$ cat src/rtl/ahb_pkg.sv
// ahb_pkg: AHB-lite constants, master state enum and request-capture types
package ahb_pkg;
  localparam logic [1:0] HTRANS_IDLE   = 2'b00;
  localparam logic [1:0] HTRANS_BUSY   = 2'b01;
  localparam logic [1:0] HTRANS_NONSEQ = 2'b10;
  localparam logic [1:0] HTRANS_SEQ    = 2'b11;
  localparam logic [2:0] HBURST_SINGLE = 3'b000;
  localparam logic [2:0] HSIZE_BYTE    = 3'd0;
  localparam logic [2:0] HSIZE_HALF    = 3'd1;
  localparam logic [2:0] HSIZE_WORD    = 3'd2;
  typedef enum logic [1:0] {ST_IDLE, ST_ADDR, ST_DATA, ST_RESP} mst_state_e;
  typedef struct packed {
    logic       write;
    logic [2:0] size;
  } req_ctl_s;
  function automatic logic misaligned(input logic [2:0] size, input logic [1:0] a);
    return (size > HSIZE_WORD) || (size == HSIZE_HALF && a[0]) || (size == HSIZE_WORD && a != 2'b00);
  endfunction
endpackage

$ cat src/rtl/ahb_master_wdog.sv
// ahb_master_wdog: counts consecutive hready-low cycles while enabled, flags the CYCLES-th one
module ahb_master_wdog #(
  parameter int unsigned CYCLES = 256
) (
  input  logic clk_i,
  input  logic rst_i,
  input  logic en_i,
  input  logic hready_i,
  output logic expired_o
);
  localparam int CW = $clog2(CYCLES + 1);
  logic [CW-1:0] cnt_q, cnt_d;
  assign cnt_d     = (!en_i || hready_i) ? '0 : cnt_q + 1'b1;
  assign expired_o = en_i && !hready_i && (cnt_q == CW'(CYCLES - 1));
  always_ff @(posedge clk_i) begin
    cnt_q <= rst_i ? '0 : cnt_d;
  end
endmodule

$ cat src/rtl/ahb_lite_master.sv
// ahb_lite_master: single-outstanding AHB-lite master, one SINGLE NONSEQ transfer per request.
// Optional wait-state timeout under AHB_MASTER_TIMEOUT_EN.
module ahb_lite_master
  import ahb_pkg::*;
#(
  parameter int unsigned HADDR_WIDTH    = 32,
  parameter int unsigned HDATA_WIDTH    = 32,
  parameter logic [3:0]  HPROT_VAL      = 4'b0011,
  parameter int unsigned TIMEOUT_CYCLES = 256
) (
  input  logic                   clk_i,
  input  logic                   rst_i,
  input  logic                   req_valid_i,
  output logic                   req_ready_o,
  input  logic                   req_write_i,
  input  logic [HADDR_WIDTH-1:0] req_addr_i,
  input  logic [2:0]             req_size_i,
  input  logic [HDATA_WIDTH-1:0] req_wdata_i,
  output logic                   rsp_valid_o,
  input  logic                   rsp_ready_i,
  output logic [HDATA_WIDTH-1:0] rsp_rdata_o,
  output logic                   rsp_error_o,
  output logic [HADDR_WIDTH-1:0] haddr_o,
  output logic [1:0]             htrans_o,
  output logic                   hwrite_o,
  output logic [2:0]             hsize_o,
  output logic [2:0]             hburst_o,
  output logic [3:0]             hprot_o,
  output logic                   hmastlock_o,
  output logic [HDATA_WIDTH-1:0] hwdata_o,
  input  logic                   hready_i,
  input  logic [1:0]             hresp_i,
  input  logic [HDATA_WIDTH-1:0] hrdata_i
);
  mst_state_e             state_q, state_d;
  req_ctl_s               ctl_q, ctl_d;
  logic [HADDR_WIDTH-1:0] addr_q, addr_d;
  logic [HDATA_WIDTH-1:0] wdata_q, wdata_d, rdata_q, rdata_d;
  logic                   err_q, err_d;
  logic                   timeout, fault;
`ifdef AHB_MASTER_TIMEOUT_EN
  logic fault_q, fault_d;
  ahb_master_wdog #(.CYCLES(TIMEOUT_CYCLES)) u_wdog (
    .clk_i     (clk_i),
    .rst_i     (rst_i),
    .en_i      (state_q == ST_ADDR || state_q == ST_DATA),
    .hready_i  (hready_i),
    .expired_o (timeout)
  );
  // a timed-out slave may still own the bus, so refuse new work until reset
  assign fault_d = fault_q | timeout;
  assign fault   = fault_q;
  always_ff @(posedge clk_i) begin
    fault_q <= rst_i ? 1'b0 : fault_d;
  end
`else
  assign timeout = 1'b0;
  assign fault   = 1'b0;
`endif
  always_comb begin
    state_d = state_q;
    ctl_d   = ctl_q;
    addr_d  = addr_q;
    wdata_d = wdata_q;
    rdata_d = rdata_q;
    err_d   = err_q;
    case (state_q)
      ST_IDLE: if (req_valid_i && !fault) begin
        ctl_d   = '{write: req_write_i, size: req_size_i};
        addr_d  = req_addr_i;
        wdata_d = req_wdata_i;
        rdata_d = '0;
        err_d   = misaligned(req_size_i, req_addr_i[1:0]);
        state_d = err_d ? ST_RESP : ST_ADDR;
      end
      ST_ADDR: if (timeout) begin
        err_d   = 1'b1;
        state_d = ST_RESP;
      end else if (hready_i) begin
        state_d = ST_DATA;
      end
      ST_DATA: if (timeout) begin
        err_d   = 1'b1;
        state_d = ST_RESP;
      end else if (hready_i) begin
        rdata_d = ctl_q.write ? '0 : hrdata_i;
        err_d   = |hresp_i;
        state_d = ST_RESP;
      end
      default: state_d = rsp_ready_i ? ST_IDLE : ST_RESP;
    endcase
  end
  always_ff @(posedge clk_i) begin
    if (rst_i) begin
      state_q <= ST_IDLE;
      ctl_q   <= '0;
      addr_q  <= '0;
      wdata_q <= '0;
      rdata_q <= '0;
      err_q   <= 1'b0;
    end else begin
      state_q <= state_d;
      ctl_q   <= ctl_d;
      addr_q  <= addr_d;
      wdata_q <= wdata_d;
      rdata_q <= rdata_d;
      err_q   <= err_d;
    end
  end
  assign req_ready_o = (state_q == ST_IDLE) && !rst_i && !fault;
  assign htrans_o    = (state_q == ST_ADDR) ? HTRANS_NONSEQ : HTRANS_IDLE;
  assign haddr_o     = (state_q == ST_ADDR) ? addr_q : '0;
  assign hwrite_o    = (state_q == ST_ADDR) && ctl_q.write;
  assign hsize_o     = (state_q == ST_ADDR) ? ctl_q.size : 3'd0;
  assign hwdata_o    = (state_q == ST_DATA) ? wdata_q : '0;
  assign rsp_valid_o = (state_q == ST_RESP);
  assign rsp_rdata_o = (state_q == ST_RESP) ? rdata_q : '0;
  assign rsp_error_o = (state_q == ST_RESP) && err_q;
  assign hburst_o    = HBURST_SINGLE;
  assign hprot_o     = HPROT_VAL;
  assign hmastlock_o = 1'b0;
endmodule

$ cat config.mk
export PLATFORM = sky130hd
export DESIGN_NAME = ahb_lite_master
export DESIGN_NICKNAME = d
export VERILOG_FILES = /design/src/rtl/ahb_pkg.sv /design/src/rtl/ahb_master_wdog.sv /design/src/rtl/ahb_lite_master.sv
export SDC_FILE = /design/constraint.sdc
export NUM_CORES = 1
export LEC_CHECK = 0
export BUFFER_PORTS_ARGS = -buffer_cell sky130_fd_sc_hd__buf_2
export CAP_MARGIN = 10
export CORE_AREA = 4 4 123 125
export CTS_CLUSTER_SIZE = 10
export DETAILED_ROUTE_END_ITERATION = 7
export DIE_AREA = 0 0 127 129
export PLACE_DENSITY = 0.62
export SLEW_MARGIN = 10
export SYNTH_ARGS = -nofsm -noshare
export SYNTH_HDL_FRONTEND = slang
export SYNTH_SLANG_ARGS = --single-unit
$ cat constraint.sdc
create_clock -name clk_i -period 3.9 [get_ports clk_i]
set_input_delay 0.78 -clock clk_i [delete_from_list [all_inputs] [get_ports clk_i]]
set_output_delay 0.78 -clock clk_i [all_outputs]
set_load 0.02 [all_outputs]
# After elaboration in Yosys (flattened, before gate mapping)
# Index checks and enable logic that the tools add are counted.
# totals
register_bits	103
input_bits	107
output_inout_bits	113
wordCells	49
# op_classes
order_cmp	1
eq_ne	8
muxes	18
reduce_logical	15
# op_table
cell	count
$mux 32	6
$pmux 32 s2	1
$mux 2	6
$ne 2x2->1 const B	3
$pmux 2 s3	1
$reduce_and 3->1	2
$logic_and 1x1->1	5
$eq 2x2->1 const B	2
$reduce_bool 2->1	2
$eq 3x1->1 const B	1
$eq 3x2->1 const B	1
$gt 3x2->1 const B	1
$mux 3	1
$eq 2x1->1 const B	1
$logic_not 2->1	1
$logic_or 1x1->1	2
$mux 1	2
$pmux 1 s2	1
$reduce_and 2->1	1
$reduce_or 2->1	1
$logic_not 1->1	1

# Logic depth before layout (Yosys ltp)
# logic_depth
word_depth	7
depth_mapped	8
ltp_nobuf	6

# Least setup slack after synthesis
# No wires, ideal clock.
# synth_path
kind	register -> output
start	reg state_q[0]
end	out rsp_rdata_o[10]
arrival_ps	1383
required_time_ps	3120
setup_slack_ps	1737
path_stages_with_launch	5
n_path_buf	2
path_cell_list	dfxtp_1 ha_1 clkbuf_1 clkbuf_1 and2_1
# synth_via
elab_chain_len	2
# synth_lines
element	line_no	source
from (decl)	ahb_lite_master.sv:35	mst_state_e state_q, state_d;
from (signal assigned)	ahb_lite_master.sv:102	state_q <= state_d;
$eq 2x2->1	--	
named net rsp_valid_o	ahb_lite_master.sv:19	output logic rsp_valid_o,
$mux 32	ahb_lite_master.sv:117	assign rsp_rdata_o = (state_q == ST_RESP) ? rdata_q : '0;
to (decl)	ahb_lite_master.sv:21	output logic [HDATA_WIDTH-1:0] rsp_rdata_o,
# The timed path passes the listed nets, and every way through them passes these cells.

# Final worst setup path
# layout_path
start	reg state_q[0]
end	out rsp_rdata_o[19]
# layout_via
elab_chain_len	2
# layout_lines
element	line_no
$eq 2x2->1	ahb_lite_master.sv:117
$mux 32	ahb_lite_master.sv:117
# Every way passes these cells.

==> flow_summary_export.csv <==
group,metric,value,unit
outcome,status,"finished clean",
grt,grt_pass1_wl,20.8,mm
worst_setup_path,rr_endpoint,"wdata_q[18]",
placement,hpwl,9.16,mm
synthesis,synth-seq-cells,103,
timing,post-route-min-period,2800,ps
grt,antenna_found_initial,0,
synthesis,synthFlopType,"dfxtp_1",
timing,slew_violations,0,
timing,totalNegativeSetupSlack,0,ps
grt,grt_max_degree,63,
layout,final_util,42.5,%
layout,nets,890,
die,fp-row-count,43,
synthesis,synth_area,0.00453,sq mm
power,leakage,2.75,nW
clocking,clock_sinks,103,
synthesis,seq_area_frac_synth,45.6,%
die,start_util,32.6,%
worst_setup_path,r2r_setup_slack,1720,ps
worst_setup_path,cp-endpoint,"rsp_rdata_o[19]",
placement,io_buffer_count,210,
clocking,clock_latency,340,ps
synthesis,synthesis.instances,600,
worst_setup_path,cp-end-kind,"output pin",
clocking,clk_pin_slew,70,ps
die,die_w,127,um
timing,hold_violations,0,
die,boundaryPins,220,
layout,diodes,0,
layout,multi_input_area,0.00219,sq mm
timing,setup_viol,0,
clocking,cts_made_buffers,9,
clocking,ctsResizeCount,0,
layout,syn_to_final_growth,30.2,%
detailed_routing,drc,0,
synthesis,avgSynthCellArea,7.54,sq um
die,die_area,0.0164,sq mm
grt,track_usage,15.7,%
grt,grt_overflow,0,
run,cap_violations,0,
synthesis,synth_cell_types,24,
layout,layout-drive-gt1-share,30.3,%
worst_setup_path,worstReg2RegStart,"state_q[1]",
worst_setup_path,reg2reg_depth,6,
clocking,clockRootBuffer,"clkbuf_16",
timing,fin_crit_sh,71.7,%
clocking,post_cts_buffers,0,
detailed_routing,wl_per_cell,13.6,um
layout,fill_cells,1513,
synthesis,async_flop_share,0,%
timing,fmax,0.358,GHz
placement,place_congestion,0.747,
timing,tightest_slew,1060,ps
layout,seq_area,0.00206,sq mm
synthesis,synth_edf_count,0,
clocking,cts_buffer_depth,2,
synthesis,yosysWarnings,0,
detailed_routing,routed_via_density,4.50,
detailed_routing,drt_iter0_markers,166,
min_path,worstHoldPathCells,2,
clocking,htree_num_levels,3,
power,vdd_drop_max,282,uV
min_path,worstHoldPathType,"reg -> reg",
detailed_routing,antenna_left,0,
die,chipHeight,129,um
power,p_per_area,583,mW/mm^2
worst_setup_path,crit_path_start,"state_q[0]",
worst_setup_path,arrival,2020,ps
worst_setup_path,required,3120,ps
worst_setup_path,startpoint_type,"flop",
worst_setup_path,crit_type,"reg -> out",
die,core-area,0.0139,sq mm
detailed_routing,drt_pass1_iterations,4,
clocking,postCtsHoldBufs,0,
timing,rsz0062_at_grt,"no",
timing,slew-limit-headroom,29.2,%
detailed_routing,via_count,4328,
detailed_routing,drt_wl_total,13.1,mm
grt,grt_pass1_vias,4244,
timing,clock-skew-final,5.07,ps
worst_setup_path,crit_fanout,39,
clocking,cts_tree,"built",
## through the flow
step | worst slack [ps] | total power, mW | hold slack (ps) | std cells | instance area [sq um]
finish | 1100 | 3.44 | 447 | 962 | 5890
detailed placement | 1430 | 2.61 | 442 | 948 | 5610
floorplan | 1740 | 2.26 | 427 | 607 | 4550
global route | 816 | 3.70 | 462 | 962 | 5890
CTS | 1040 | 3.51 | 451 | 962 | 5890
global placement | 1480 | 2.59 | 438 | 948 | 5610
## cell usage in the layout (no fill, tap or decap), drive strengths merged
cell type	instances
buf	219
nand2	169
a21oi	104
dfxtp	103
and2	102
nand3	32
clkbuf	10
conb	9
o21ai	5
nand2b	4
nor2	4
ha	4
nor2b	3
inv	2
nor3	2
clkinv	2
o211ai	1
o211a	1
mux2i	1
a21boi	1
a211oi	1
nand3b	1
clkinvlp	1
bufinv	1
## power breakdown
| group | internal, mW | leakage, nW | switching, mW |
|---|---|---|---|
| sequential | 1.25 | 0.840 | 0.0932 |
| clock | 0.506 | 0.140 | 0.379 |
| combinational | 0.374 | 1.77 | 0.828 |
| total | 2.13 | 2.75 | 1.30 |
## synthesized netlist by cell type (2+ instances only)
library cell,number,area share (%)
buf_6,2,0.50
nor2_1,4,0.33
nand2b_1,4,0.55
and2_1,102,14
o21ai_0,5,0.55
buf_4,11,1.8
nand3_1,32,3.5
nor2b_1,3,0.41
ha_1,4,1.1
a21oi_1,104,11
nor3_1,2,0.22
inv_1,2,0.17
dfxtp_1,103,46
conb_1,2,0.17
clkbuf_1,26,2.2
nand2_1,169,14
buf_2,18,2.0
## worst min path at each step
stage | startpoint | end | slack, ps
2_1_floorplan | rdata_q[0] | rdata_q[0] | 430
3_3_place_gp | rdata_q[25] | rdata_q[25] | 440
3_5_place_dp | addr_q[16] | addr_q[16] | 440
4_1_cts | rdata_q[24] | rdata_q[24] | 450
5_1_grt | addr_q[23] | addr_q[23] | 460
6_report | rdata_q[24] | rdata_q[24] | 450
## kinds of logic (layout without fill, tap and decap cells)
family	Yosys count	after routing	share of synthesized area (%)
multiplexers	1	1	0.221
AND/OR/NAND/NOR	317	317	33.3
other	2	9	0.166
flip-flops	103	103	45.6
buffers and inverters	60	235	6.74
adder cells (fa/ha/maj)	4	4	1.11
AO/OA/AOI/OAI	113	113	12.9
## critical path, cell delays in order (launching register included)
cell     delay [ps]
dfxtp_1         380
ha_1            880
and2_1          240
buf_2           170
## sequential cells by signal, summed over array words and instances (netlist names)
signal	count
ctl_q	4
addr_q	32
err_q	1
rdata_q	32
wdata_q	32
state_q	2
## area by class of cell
cell class	count	share of cell area, %
multi-input combinational	444	37.2
inverter	2	0.127
clock inverter	4	0.807
sequential	103	35.0
clock buffer	10	4.05
timing repair buffer	219	19.0
tap	180	3.82
## routing by layer
layer	up-vias	track usage, %	wire length [um]
met2	138	25.6	6140
li1	2254	-	-
met5	-	0	0
met3	17	6.02	1100
met4	0	5.62	249
met1	1919	18.9	5620
Power figures use the tool's default switching activity.
